`config.mk`:
```
export PLATFORM = sky130hd
export DESIGN_NAME = board_input_conditioner
export DESIGN_NICKNAME = d
export VERILOG_FILES = /design/src/rtl/board_io_pkg.sv /design/src/rtl/debounce_channel.sv /design/src/rtl/board_input_conditioner.sv
export SDC_FILE = /design/constraint.sdc
export NUM_CORES = 1
export LEC_CHECK = 0
export ABC_AREA = 1
export CELL_PAD_IN_SITES_DETAIL_PLACEMENT = 1
export CELL_PAD_IN_SITES_GLOBAL_PLACEMENT = 1
export CORE_ASPECT_RATIO = 1.2
export CORE_MARGIN = 5
export CORE_UTILIZATION = 40
export CTS_CLUSTER_DIAMETER = 150
export DETAILED_ROUTE_END_ITERATION = 7
export MAX_ROUTING_LAYER = met4
export PLACE_DENSITY_LB_ADDON = 0.1
export SLEW_MARGIN = 10
export SYNTH_ARGS = -nofsm -noshare
export SYNTH_HDL_FRONTEND = slang
export SYNTH_SLANG_ARGS = --single-unit
```
`constraint.sdc`:
```
create_clock -name i_clk -period 3.5 [get_ports i_clk]
set_input_delay 0.7 -clock i_clk [delete_from_list [all_inputs] [get_ports i_clk]]
set_output_delay 0.7 -clock i_clk [all_outputs]
set_load 0.005 [all_outputs]
```
`src/rtl/board_io_pkg.sv`:
```
`default_nettype none
// ============================================================================
//  Module      : board_io_pkg
//  Description : Shared constants and types for the board input conditioner
//                (clock rate, default filter/hold lengths, debounce states).
//  Revision    : 1.0 - initial release
// ============================================================================
package board_io_pkg;

   localparam int CLK_FREQ_HZ      = 50_000_000;
   localparam int DEBOUNCE_MS      = 5;
   localparam int LONG_PRESS_MS    = 1000;
   localparam int CYCLES_PER_MS    = CLK_FREQ_HZ / 1000;

   // 5 ms of stable level accepts a new value; 1 s held counts as a long press
   localparam int DEFAULT_DEBOUNCE_CYCLES   = CYCLES_PER_MS * DEBOUNCE_MS;
   localparam int DEFAULT_LONG_PRESS_CYCLES = CYCLES_PER_MS * LONG_PRESS_MS;

   typedef enum logic [0:0] {
      DB_STABLE = 1'b0,
      DB_COUNT  = 1'b1
   } debounce_state_e;

endpackage
`default_nettype wire

```
`src/rtl/debounce_channel.sv`:
```
`default_nettype none
// ============================================================================
//  Module      : debounce_channel
//  Description : One input channel: multi-stage synchroniser, polarity
//                normalisation, two-state debounce FSM with saturating
//                counter, and registered rise/fall pulses aligned with the
//                first cycle the new accepted level is visible.
//  Revision    : 1.0 - initial release
// ============================================================================
module debounce_channel
   import board_io_pkg::*;
#(
   parameter int SYNC_STAGES     = 2,
   parameter int DEBOUNCE_CYCLES = 4,
   parameter bit RESET_LEVEL     = 1'b0,
   parameter bit INVERT          = 1'b0
) (
   input  logic i_clk,
   input  logic i_rst_n,
   input  logic i_raw,
   output logic o_level,
   output logic o_rise,
   output logic o_fall
);

   localparam int             CW     = $clog2(DEBOUNCE_CYCLES + 1);
   localparam logic [CW-1:0]  C_LAST = CW'(DEBOUNCE_CYCLES - 1);

   logic [SYNC_STAGES-1:0] r_sync;
   logic                   w_s;
   debounce_state_e        r_state;
   debounce_state_e        w_state_nxt;
   logic [CW-1:0]          r_cnt;
   logic [CW-1:0]          w_cnt_nxt;
   logic                   w_flip;
   logic                   r_q;
   logic                   r_rise;
   logic                   r_fall;

   // Synchroniser chain; resets to the pin's inactive level so no event follows reset
   always_ff @(posedge i_clk or negedge i_rst_n) begin
      if (!i_rst_n) begin
         r_sync <= {SYNC_STAGES{RESET_LEVEL}};
      end else begin
         r_sync <= {r_sync[SYNC_STAGES-2:0], i_raw};
      end
   end

   // Everything downstream of the synchroniser is active-high
   assign w_s = r_sync[SYNC_STAGES-1] ^ INVERT;

   // Next-state logic: r_cnt holds how many consecutive mismatches were already seen
   always_comb begin
      w_state_nxt = r_state;
      w_cnt_nxt   = r_cnt;
      w_flip      = 1'b0;
      case (r_state)
         DB_STABLE: begin
            if (w_s != r_q) begin
               if (DEBOUNCE_CYCLES == 1) begin
                  w_flip = 1'b1;
               end else begin
                  w_state_nxt = DB_COUNT;
                  w_cnt_nxt   = CW'(1);
               end
            end
         end
         DB_COUNT: begin
            if (w_s == r_q) begin
               w_state_nxt = DB_STABLE;
               w_cnt_nxt   = '0;
            end else if (r_cnt == C_LAST) begin
               w_flip      = 1'b1;
               w_state_nxt = DB_STABLE;
               w_cnt_nxt   = '0;
            end else begin
               w_cnt_nxt   = r_cnt + CW'(1);
            end
         end
         default: begin
            w_state_nxt = DB_STABLE;
            w_cnt_nxt   = '0;
         end
      endcase
   end

   // State, accepted level and edge pulses all update on the same edge
   always_ff @(posedge i_clk or negedge i_rst_n) begin
      if (!i_rst_n) begin
         r_state <= DB_STABLE;
         r_cnt   <= '0;
         r_q     <= 1'b0;
         r_rise  <= 1'b0;
         r_fall  <= 1'b0;
      end else begin
         r_state <= w_state_nxt;
         r_cnt   <= w_cnt_nxt;
         if (w_flip) begin
            r_q <= w_s;
         end
         r_rise  <= w_flip & w_s;
         r_fall  <= w_flip & ~w_s;
      end
   end

   assign o_level = r_q;
   assign o_rise  = r_rise;
   assign o_fall  = r_fall;

endmodule
`default_nettype wire

```
`src/rtl/board_input_conditioner.sv`:
```
`default_nettype none
// ============================================================================
//  Module      : board_input_conditioner
//  Description : Front-end for board switches and push-buttons. Each channel
//                is synchronised, debounced and edge-annotated; buttons are
//                normalised to active-high and get a long-press detector.
//  Revision    : 1.0 - initial release
// ============================================================================
module board_input_conditioner
   import board_io_pkg::*;
#(
   parameter int NUM_SW            = 17,
   parameter int NUM_BTN           = 4,
   parameter int SYNC_STAGES       = 2,
   parameter int DEBOUNCE_CYCLES   = DEFAULT_DEBOUNCE_CYCLES,
   parameter int LONG_PRESS_CYCLES = DEFAULT_LONG_PRESS_CYCLES,
   parameter bit BTN_ACTIVE_LOW    = 1'b1
) (
   input  logic               i_clk,
   input  logic               i_rst_n,
   input  logic [NUM_SW-1:0]  i_sw,
   input  logic [NUM_BTN-1:0] i_btn,
   output logic [NUM_SW-1:0]  o_sw,
   output logic [NUM_SW-1:0]  o_sw_change,
   output logic [NUM_BTN-1:0] o_btn,
   output logic [NUM_BTN-1:0] o_btn_press,
   output logic [NUM_BTN-1:0] o_btn_release,
   output logic [NUM_BTN-1:0] o_btn_long
);

   localparam int             HW         = $clog2(LONG_PRESS_CYCLES + 1);
   localparam logic [HW-1:0]  C_HOLD_MAX = HW'(LONG_PRESS_CYCLES);
   localparam logic [HW-1:0]  C_HOLD_PRE = HW'(LONG_PRESS_CYCLES - 1);

   logic [NUM_SW-1:0] w_sw_rise;
   logic [NUM_SW-1:0] w_sw_fall;

   for (genvar i = 0; i < NUM_SW; i++) begin : g_sw
      debounce_channel #(
         .SYNC_STAGES     (SYNC_STAGES),
         .DEBOUNCE_CYCLES (DEBOUNCE_CYCLES),
         .RESET_LEVEL     (1'b0),
         .INVERT          (1'b0)
      ) u_ch (
         .i_clk   (i_clk),
         .i_rst_n (i_rst_n),
         .i_raw   (i_sw[i]),
         .o_level (o_sw[i]),
         .o_rise  (w_sw_rise[i]),
         .o_fall  (w_sw_fall[i])
      );
   end

   assign o_sw_change = w_sw_rise | w_sw_fall;

   for (genvar j = 0; j < NUM_BTN; j++) begin : g_btn
      logic          r_long;
      logic [HW-1:0] r_hold;

      debounce_channel #(
         .SYNC_STAGES     (SYNC_STAGES),
         .DEBOUNCE_CYCLES (DEBOUNCE_CYCLES),
         .RESET_LEVEL     (BTN_ACTIVE_LOW),
         .INVERT          (BTN_ACTIVE_LOW)
      ) u_ch (
         .i_clk   (i_clk),
         .i_rst_n (i_rst_n),
         .i_raw   (i_btn[j]),
         .o_level (o_btn[j]),
         .o_rise  (o_btn_press[j]),
         .o_fall  (o_btn_release[j])
      );

      // Saturating hold counter; the pulse fires once, on the edge it reaches the threshold
      always_ff @(posedge i_clk or negedge i_rst_n) begin
         if (!i_rst_n) begin
            r_hold <= '0;
            r_long <= 1'b0;
         end else if (!o_btn[j]) begin
            r_hold <= '0;
            r_long <= 1'b0;
         end else if (r_hold != C_HOLD_MAX) begin
            r_hold <= r_hold + HW'(1);
            r_long <= (r_hold == C_HOLD_PRE);
         end else begin
            r_long <= 1'b0;
         end
      end

      // A release landing on the threshold edge drops the level in the same
      // cycle the pulse would appear, so gating by the level lets release win.
      assign o_btn_long[j] = r_long & o_btn[j];
   end

endmodule
`default_nettype wire
```
==> impl_metrics.env <==
export IMPL_multiInputGateArea_mm2=0.0154
export IMPL_syn_nets=4537
export IMPL_r2r_end="g_btn[0].u_ch.r_cnt[10]"
export IMPL_antenna_found_initial=0
export IMPL_grt_use_met1_pct=23.1
export IMPL_layout_common_cells="1258 x nand2_1, 604 x dfrtp_1, 597 x inv_1"
export IMPL_die_y_um=327
export IMPL_critPathKind="flip-flop to output pin"
export IMPL_cts_buffer_depth=3
export IMPL_die_w_um=274
export IMPL_seq_area_frac_synth_pct=45.8
export IMPL_grt_pass1_vias=30400
export IMPL_coreArea_mm2=0.0833
export IMPL_crit_chain="nand2_1, inv_1, clkdlybuf4s50_1"
export IMPL_start_util_pct=40.2
export IMPL_drv_slew=0
export IMPL_cp_data_arrival_time_ns=2.21
export IMPL_final_cells=5753
export IMPL_slowest_delay_ns=0.91
export IMPL_holdPathEnd="g_sw[7].u_ch.r_sync[1]"
export IMPL_final_common_cell="nand2_1"
export IMPL_place_inst=5620
export IMPL_drc_errors=0
export IMPL_min_delay_path_class="flip-flop to flip-flop"
export IMPL_hold_viol_final=0
export IMPL_cts_made_buffers=73
export IMPL_maxCapViolations=0
export IMPL_synth_compound_area_share_pct=7.38
export IMPL_clkTransAtPathRegs_ns=0.06
export IMPL_start_kind="flip-flop"
export IMPL_synth_xor_area_share_pct=4.68
export IMPL_ys_ff_latch=612
export IMPL_dr_first_iter_drc_count=1331
export IMPL_hpwl_um=59000
export IMPL_synth_edf_count=0
export IMPL_slew_headroom_pct=41.4
export IMPL_netlist_cell_type_count=50
export IMPL_wl_per_cell_um=14.3
export IMPL_syn_instance_count=4485
export IMPL_synthSimpleGateAreaFrac_pct=32.8
export IMPL_synthesis_area_mm2=0.0335
export IMPL_outcome="completed"
export IMPL_yosysTopAreaCell="dfrtp_1"
export IMPL_clock_sinks=612
export IMPL_min_delay_path_depth=0
export IMPL_critPathRequiredTime_ns=2.80
export IMPL_cts_tree="built"
export IMPL_power_leakage_nw=16.9
export IMPL_reg2reg_setup_slack_ns=1.30
export IMPL_n_fill_cell=10400
export IMPL_period_share_pct=83.1
export IMPL_reg2reg_depth=6
export IMPL_regArea_mm2=0.0153
export IMPL_endpoint_kind="output pin"
export IMPL_gp_congestion=0.818
export IMPL_worstMarginPinSlew_ns=0.880
export IMPL_setup_viol=0
export IMPL_syn_avg_cell_area_um2=7.47
export IMPL_clock_latency_ns=0.61
export IMPL_die_area_mm2=0.0896
export IMPL_hp_start="g_sw[7].u_ch.r_sync[0]"
export IMPL_yosysWarnings=0
export IMPL_crit_fanout=25
export IMPL_grt_use_met2_pct=33.9
export IMPL_grt_pass1_wl_um=144000
export IMPL_vias=28900
export IMPL_grt_use_total_pct=19.0
export IMPL_met3_usage_pct=2.23
export IMPL_drive_gt1_share_pct=5.59
export IMPL_synthAdderAreaFrac_pct=1.08
export IMPL_rows=116
export IMPL_drtAntennaViolNets=0
export IMPL_gr_total_overflow=0
export IMPL_cts_max_level=3
export IMPL_via_per_inst=5.03
export IMPL_grt_max_degree=114
export IMPL_grt_busiest_layer="met2"
export IMPL_synth_mux_area_share_pct=0
export IMPL_antenna_cells=0
export IMPL_synth_top_area_share_pct=45.1
export IMPL_finalCriticalPeriod_ns=2.91
export IMPL_yosys_top_cells_area="dfrtp_1 45%, nand2_1 14%, inv_1 6.7%"
export IMPL_peakVddDrop_v=0.000403
export IMPL_clock_root_buffer="clkbuf_16"
export IMPL_finalNetCount=4627
export IMPL_num_io_pins=73
export IMPL_fin_worst_skew_ns=0.0184
export IMPL_max_clock_freq_mhz=344
export IMPL_drtPass1Iterations=5
export IMPL_r2r_start="g_btn[0].u_ch.o_level"
export IMPL_port_buffer_count=72
export IMPL_synth_top_flop_cell="dfrtp_1"
export IMPL_wl_um=82300
export IMPL_crit_slowest_cell="dfrtp_1"
export IMPL_async_flop_share_pct=100
export IMPL_cellPowerDensity_mw_per_mm2=428
export IMPL_setup_tns_ns=0
export IMPL_rsz0062_at_grt="no"
export IMPL_syn2layout_area_growth_pct=13.1
export IMPL_synth_top_family_by_area="simple AND/OR/NAND/NOR gates"
[power breakdown]
part | internal [mW] | switching [mW]
logic | 0.250 | 0.594
registers | 7.26 | 0.168
clock network | 4.84 | 3.10
[routing by layer]
layer | vias to the layer above | share of wire (%)
li1 | 14600 | -
met3 | 82 | 2.2
met5 | - | 0
met1 | 14100 | 45
met2 | 164 | 51
met4 | 0 | 1.5
[Yosys cell counts (12+ instances only)]
| cell | n |
|---|---|
| o22ai_1 | 103 |
| o21bai_1 | 21 |
| ha_1 | 29 |
| o21ai_0 | 206 |
| inv_2 | 12 |
| a21oi_1 | 54 |
| inv_1 | 597 |
| nor2_4 | 15 |
| or2_2 | 25 |
| buf_4 | 30 |
| buf_2 | 26 |
| o211ai_1 | 14 |
| dfrtp_1 | 604 |
| nor2_2 | 38 |
| xnor2_1 | 15 |
| nor3_1 | 156 |
| nor2_1 | 504 |
| nand3_1 | 374 |
| xor2_1 | 164 |
| nand4_1 | 118 |
| clkbuf_1 | 14 |
| nand2_1 | 1258 |
| nand3b_1 | 16 |
[metrics by stage]
stage / hold WS (ns) / area (µm²) / power, mW / setup WS, ns / util [%]
after floorplan: 0.331 / 33500 / 8.02 / 1.89 / -
after global placement: 0.332 / 35400 / 8.40 / 1.17 / 42.4
after detailed placement: 0.336 / 35400 / 8.43 / 1.19 / 42.4
after CTS: 0.348 / 37900 / 16.6 / 0.506 / 45.5
after global routing: 0.351 / 37900 / 17.0 / 0.438 / 45.5
final: 0.346 / 37900 / 16.2 / 0.592 / 45.5
[worst max-delay path by stage]
| stage | from | depth (start not counted) | endpoint |
|---|---|---|---|
| after floorplan | g_btn[1].u_ch.o_level | 4 | o_btn_long[1] |
| after global placement | g_btn[2].u_ch.o_level | 3 | o_btn_long[2] |
| after detailed placement | g_btn[2].u_ch.o_level | 3 | o_btn_long[2] |
| after CTS | g_btn[2].u_ch.o_level | 3 | o_btn_long[2] |
| after global routing | g_btn[2].u_ch.o_level | 3 | o_btn_long[2] |
| final | g_btn[2].u_ch.o_level | 3 | o_btn_long[2] |
[repair_timing]
action                    in CTS  in global routing
buffers inserted               0                  0
resized for setup              0                  0
hold endpoints to repair      31                  0
hold buffers                   1                  0
[sequential cells by signal, summed over array words and instances, names as in the netlist]
name	cells
g_btn.u_ch.o_rise	4
g_btn.r_hold	104
g_btn.u_ch.r_sync	8
g_sw.u_ch.o_level	17
g_btn.u_ch.r_cnt	72
g_sw.u_ch.r_state	17
g_sw.u_ch.o_rise	17
g_btn.u_ch.r_state	4
g_sw.u_ch.o_fall	17
g_btn.r_long	4
g_sw.u_ch.r_cnt	306
g_btn.u_ch.o_level	4
g_sw.u_ch.r_sync	34
g_btn.u_ch.o_fall	4
[worst max-delay path, delay by kind of cell, from the launching register on]
kind	cells	cell delay (ns)
buffers and inverters	2	0.57
AND/OR/NAND/NOR	1	0.11
flip-flops	1	0.91
[logic make-up (layout without fill, tap and decap cells)]
kind of cell	Yosys count	after routing
buf+inv	691	838
xor+xnor	179	179
compound gates	433	433
simple gates	2541	2541
fa+ha+maj	29	29
flops	612	612
[cell type report]
type / instances / area share [%]
Multi-Input combinational cell: 3182 / 40.7
Sequential cell: 612 / 40.5
Inverter: 617 / 6.12
Clock buffer: 109 / 5.88
Tap cell: 1121 / 3.70
Timing Repair Buffer: 89 / 2.46
Clock inverter: 23 / 0.720
(Power assumes the default switching activity.)
